$ cat src/rtl/ram_fifo_ctrl_pkg.sv
// Shared defaults for the RAM-backed FWFT FIFO controller.
package ram_fifo_ctrl_pkg;

    // Default geometry: 32 entries of 32-bit words.
    localparam int RFC_ADDR_WIDTH = 5;
    localparam int RFC_DATA_WIDTH = 32;

    // The head word becomes visible this many cycles after its push is accepted
    // (one edge to write the RAM, one edge to read it back).
    localparam int RFC_VIS_LATENCY = 2;

endpackage

$ cat src/rtl/ram_fifo_ctrl_dual_port_ram.sv
// Simple dual-port RAM: one write port, one registered read port.
// A read of the address being written in the same cycle returns the old word.
module dual_port_ram
    import ram_fifo_ctrl_pkg::*;
#(
    parameter int ADDR_WIDTH = RFC_ADDR_WIDTH,
    parameter int DATA_WIDTH = RFC_DATA_WIDTH
) (
    input  logic                  clk,
    input  logic                  write_en,
    input  logic [ADDR_WIDTH-1:0] waddr,
    input  logic [DATA_WIDTH-1:0] din,
    input  logic [ADDR_WIDTH-1:0] raddr,
    output logic [DATA_WIDTH-1:0] dout
);

    localparam int DEPTH = 2 ** ADDR_WIDTH;

    logic [DATA_WIDTH-1:0] mem_q [DEPTH];
    logic [DATA_WIDTH-1:0] dout_q;

    // Write and registered read share one edge, so a colliding read sees the old word.
    always_ff @(posedge clk) begin
        if (write_en) begin
            mem_q[waddr] <= din;
        end
        dout_q <= mem_q[raddr];
    end

    assign dout = dout_q;

endmodule

$ cat src/rtl/ram_fifo_ctrl.sv
// First-word-fall-through FIFO controller around a dual_port_ram.
// count tracks every accepted word; vis_count lags it by one write so that
// rd_valid only rises once the head word has actually been read out of the RAM.
module ram_fifo_ctrl
    import ram_fifo_ctrl_pkg::*;
#(
    parameter int ADDR_WIDTH  = RFC_ADDR_WIDTH,
    parameter int DATA_WIDTH  = RFC_DATA_WIDTH,
    parameter int AFULL_LEVEL = 2 ** ADDR_WIDTH - 2
) (
    input  logic                  clk,
    input  logic                  reset_n,
    input  logic                  flush,
    input  logic [DATA_WIDTH-1:0] wr_data,
    input  logic                  wr_valid,
    output logic                  wr_ready,
    output logic [DATA_WIDTH-1:0] rd_data,
    output logic                  rd_valid,
    input  logic                  rd_ready,
    output logic [ADDR_WIDTH:0]   count,
    output logic                  full,
    output logic                  empty,
    output logic                  almost_full
);

    localparam int DEPTH = 2 ** ADDR_WIDTH;
    localparam int CW    = ADDR_WIDTH + 1;

    localparam logic [CW-1:0] DEPTH_C = CW'(DEPTH);
    // One extra bit so an out-of-range level cannot alias onto a small count.
    localparam logic [CW:0]   AFULL_C = (CW + 1)'(AFULL_LEVEL);

    logic [ADDR_WIDTH-1:0] wptr_q, wptr_d;
    logic [ADDR_WIDTH-1:0] rptr_q, rptr_d;
    logic [CW-1:0]         count_q, count_d;
    logic [CW-1:0]         vis_q, vis_d;
    logic                  wr_d1_q, wr_d1_d;

    logic                  push;
    logic                  pop;
    logic                  push_en;
    logic                  pop_en;
    logic [ADDR_WIDTH-1:0] raddr;
    logic [DATA_WIDTH-1:0] ram_dout;

    // Status flags come straight from registered state; wr_ready never depends on pop.
    always_comb begin
        full        = (count_q == DEPTH_C);
        empty       = (count_q == '0);
        almost_full = ({1'b0, count_q} >= AFULL_C);
        wr_ready    = ~full;
        rd_valid    = (vis_q != '0);
        count       = count_q;
        rd_data     = ram_dout;
    end

    // Handshakes and RAM read address; reading rptr+1 on a pop prefetches the next head.
    always_comb begin
        push    = wr_valid & wr_ready;
        pop     = rd_valid & rd_ready;
        push_en = push & ~flush;
        pop_en  = pop & ~flush;
        raddr   = pop ? rptr_q + ADDR_WIDTH'(1) : rptr_q;
    end

    // Next-state for pointers and counters; flush wins over any same-cycle transfer.
    always_comb begin
        wptr_d  = wptr_q;
        rptr_d  = rptr_q;
        count_d = count_q;
        vis_d   = vis_q;
        wr_d1_d = 1'b0;
        if (flush) begin
            wptr_d  = '0;
            rptr_d  = '0;
            count_d = '0;
            vis_d   = '0;
            wr_d1_d = 1'b0;
        end else begin
            wr_d1_d = push_en;
            if (push_en) begin
                wptr_d = wptr_q + ADDR_WIDTH'(1);
            end
            if (pop_en) begin
                rptr_d = rptr_q + ADDR_WIDTH'(1);
            end
            count_d = count_q + CW'(push_en) - CW'(pop_en);
            // A word written at the last edge is readable at the next one.
            vis_d   = vis_q + CW'(wr_d1_q) - CW'(pop_en);
        end
    end

    // Control state register.
    always_ff @(posedge clk or negedge reset_n) begin
        if (!reset_n) begin
            wptr_q  <= '0;
            rptr_q  <= '0;
            count_q <= '0;
            vis_q   <= '0;
            wr_d1_q <= 1'b0;
        end else begin
            wptr_q  <= wptr_d;
            rptr_q  <= rptr_d;
            count_q <= count_d;
            vis_q   <= vis_d;
            wr_d1_q <= wr_d1_d;
        end
    end

    dual_port_ram #(
        .ADDR_WIDTH (ADDR_WIDTH),
        .DATA_WIDTH (DATA_WIDTH)
    ) u_ram (
        .clk      (clk),
        .write_en (push_en),
        .waddr    (wptr_q),
        .din      (wr_data),
        .raddr    (raddr),
        .dout     (ram_dout)
    );

endmodule
$ cat config.mk
export PLATFORM = sky130hd
export DESIGN_NAME = ram_fifo_ctrl
export DESIGN_NICKNAME = d
export VERILOG_FILES = /design/src/rtl/ram_fifo_ctrl_pkg.sv /design/src/rtl/ram_fifo_ctrl_dual_port_ram.sv /design/src/rtl/ram_fifo_ctrl.sv
export SDC_FILE = /design/constraint.sdc
export NUM_CORES = 1
export LEC_CHECK = 0
export CORE_AREA = 5 5 255 381
export CTS_BUF_LIST = sky130_fd_sc_hd__clkbuf_8
export DETAILED_ROUTE_END_ITERATION = 16
export DIE_AREA = 0 0 260 386
export PLACE_DENSITY = 0.75
export SYNTH_ARGS = -nofsm -noshare
export SYNTH_HDL_FRONTEND = slang
export SYNTH_SLANG_ARGS = --single-unit
$ cat constraint.sdc
create_clock -name clk -period 7.15 [get_ports clk]
set_clock_uncertainty 0.15 [all_clocks]
set_input_delay 0.715 -clock clk [delete_from_list [all_inputs] [get_ports clk]]
set_output_delay 0.715 -clock clk [all_outputs]
set_load 0.02 [all_outputs]
==> out/results.tsv <==
stage	metric	value	unit
clock_tree	cts_setup_buffers	0	
sta	finalCritPeriodShare	67.7	%
setup_path	r2r-start	rptr_q[0]	
pwr	vdd_drop_max	0.000355	V
floorplan	core_area	0.0938	mm2
floorplan	io_pins	80	
sta	layout_min_cycle_time	4.84	ns
sta	rsz0062_at_grt	no	
cells_and_area	nets	3558	
clock_tree	path_clk_slew	0.07	ns
cells_and_area	layout-drive-gt1-share	16.8	%
yosys	ys_types	64	
sta	worst_slew_margin_rel	7.78	%
sta	max_freq	0.207	GHz
setup_path	start_kind	flop	
yosys	synth_ff_type	edfxtp_1	
yosys	syn_avg_cell_area	14.5	um2
routing	drt-initial-drc-count	4632	
yosys	synth_top_area_cell	edfxtp_1	
floorplan	die_h	386	um
routing	drcViolationCount	0	
floorplan	initial_core_util	54.2	%
yosys	yosysWarnings	0	
floorplan	die_w	260	um
global_route	gr-total-overflow	0	
setup_path	cp.depth	8	
place	io_buffers	79	
clock_tree	cts_root_buffer	clkbuf_8	
yosys	synth_top_area_share	60.5	%
sta	worst-slew-pin-transition	1.38	ns
clock_tree	cts_sinks	1079	
yosys	syn_area	0.0508	mm2
setup_path	worst_ep_required_time	7.74	ns
pwr	leakagePower	17.3	nW
pwr	swShare	35.3	%
yosys	synth.ff_latch_count	1079	
sta	hold_violations	0	
clock_tree	cts_tree	yes	
setup_path	crit_path_end_kind	flop	
pwr	power.density_cell_area	333	mW/mm2
yosys	synth_cells	3506	
setup_path	critPathMaxFanout	73	
setup_path	crit_slowest_cell	dfrtp_4	
place	hpwl	83500	um
place	gp_congestion	0.830	
routing	num_vias	34940	
pwr	p_seq_share	40.0	%
setup_path	crit_arrival	5.43	ns
routing	totalWireLength	150000	um
setup_path	critical_path_class	flop to flop	
yosys	synth_area_leaders	edfxtp_1 61%, mux4_2 5.8%, mux2i_1 4.5%, o221ai_1 3.2%, mux2_2 2.2%	
clock_tree	numCtsBuffers	152	
clock_tree	cts_hold_buf	0	
sta	tns	0	ns
sta	hold_slack	0.0686	ns
clock_tree	clockBufferDepth	3	
pwr	power_switching	6.53	mW
routing	via_per_inst	7.16	
global_route	grt_pass1_wl	220000	um
setup_path	critPathMaxStageDelay	0.97	ns
cells_and_area	syn_to_final_growth	9.54	%
routing	antenna_left	0	
global_route	busiest_layer	met2	
yosys	syn_nets	3567	
clock_tree	htreeDepth	4	
routing	first_pass_iters	6	
status	status	finished clean	
yosys	synth_common_cells	1024 x edfxtp_1, 287 x nor2_1, 226 x mux2i_1, 187 x o221ai_1, 171 x a21oi_1	
pwr	p_total	18.5	mW
setup_path	critPathBufInv	1	
yosys	synth_most_common_cell	edfxtp_1	
yosys	seq_area_frac_synth	62.9	%
sta	setup_viol	0	
clock_tree	ctsResizeCount	0	
pwr	p_clk_share	24.8	%
pwr	p_int	12.0	mW
global_route	track_usage	29.4	%
min_path	hold_path_class	input port to async pin	
global_route	grt_pass1_vias	34802	
setup_path	startpoint	rptr_q[0]	
setup_path	path_cells	ha_4 -> nand2b_1 -> nand2b_4 -> buf_4 -> o221ai_1 -> o21a_1 -> o311a_1 -> nor4b_2	
global_route	globalRouteMet3Util	6.47	%
flow_run	cap_violations	0	
global_route	antenna_found_initial	13	
yosys	async_flop_share	2.13	%
global_route	grt_max_degree	150	
floorplan	dieArea	0.100	mm2
pwr	combPwrFrac	35.2	%
global_route	use_met1	35.3	%
global_route	use_met2	50.4	%
clock_tree	insertion_delay	0.85	ns
setup_path	critPathTopFamily	simple AND/OR/NAND/NOR gates	
floorplan	fp-row-count	138	
routing	routedWlPerCell	30.8	um
setup_path	worst-r2r-cell-count	8	
sta	drv_slew	0	
yosys	synth_edf_count	1024	
==> power groups by stage <==
stage	Sequential [mW]	Clock, mW	Combinational [mW]
6_report	7.39	4.59	6.52
5_1_grt	7.40	4.91	6.93
4_1_cts	7.39	4.62	6.45
3_5_place_dp	7.52	0	6.43
3_3_place_gp	7.53	0	6.29
2_1_floorplan	7.43	0	4.67
==> layer usage <==
layer	wire length [um]	share of wire, %	vias up
met2	75000	50	2408
met1	50600	34	17529
met5	27	0.018	-
li1	-	-	14444
met3	16100	11	555
met4	8440	5.6	4
==> cell type report <==
class,count,area (um2)
fillers,6945,38100
multi-input cells,2077,17600
clock buffers,170,2340
flip-flops and latches,1079,32000
well taps,1260,1580
diodes,1,2.50
clock inverters,105,500
repair buffers,167,1510
inverters,20,76.3
==> worst paths after layout <==
path | to | slack, ns
setup / recovery | u_ram.dout[15] | 2.31
hold / removal | count[4] | 0.07
setup reg to reg | u_ram.dout[15] | 2.31
hold reg to reg | vis_q[0] | 0.48
max in group asynchronous | rptr_q[1] | 6.51
min in group clk | wr_d1_q | 0.41
==> flip-flops by register name, summed over array words and instances (netlist names) <==
name and flops:
u_ram.dout 32, wr_d1_q 1, rptr_q 5, u_ram.mem_q 1024
count 6, wptr_q 5, vis_q 6
==> cell families after synthesis <==
logic type      share of synthesized area (%)
flops                                    62.9
simple gates                             5.57
xor+xnor                                0.293
compound gates                           15.1
fa+ha+maj                               0.621
mux                                      12.4
buf+inv                                  3.10
==> stage by stage <==
step	utilization, %	instances	setup WS [ns]	area, um2
final	59.3	4879	2.31	55600
after global routing	59.3	4879	2.17	55600
after CTS	59.3	4878	2.39	55600
after detailed placement	56.3	4603	1.89	52800
after global placement	56.3	4603	2.04	52800
after floorplan	-	3506	2.24	50800
==> worst register-to-register path: stages, from the launching register on <==
cell	delay, ns
dfrtp_4	0.97
ha_4	0.83
nand2b_1	0.24
nand2b_4	0.76
buf_4	0.74
o221ai_1	0.28
o21a_1	0.17
o311a_1	0.34
nor4b_2	0.25
==> layout by cell type (no fill, tap or decap), drive strengths merged, types with 62 or more instances in the layout <==
cell type      instances
mux4                 131
nor2                 289
o21bai                64
o221ai               187
o21a                  62
clkbuf               170
o2bb2ai               62
edfxtp              1024
a211oi                64
clkdlybuf4s50         79
mux2                  97
o22ai                159
a21oi                171
buf                   88
a22oi                 94
inv                   76
nor4                  67
and3                  63
mux2i                226
No activity file was read; power rests on OpenSTA's default activity.
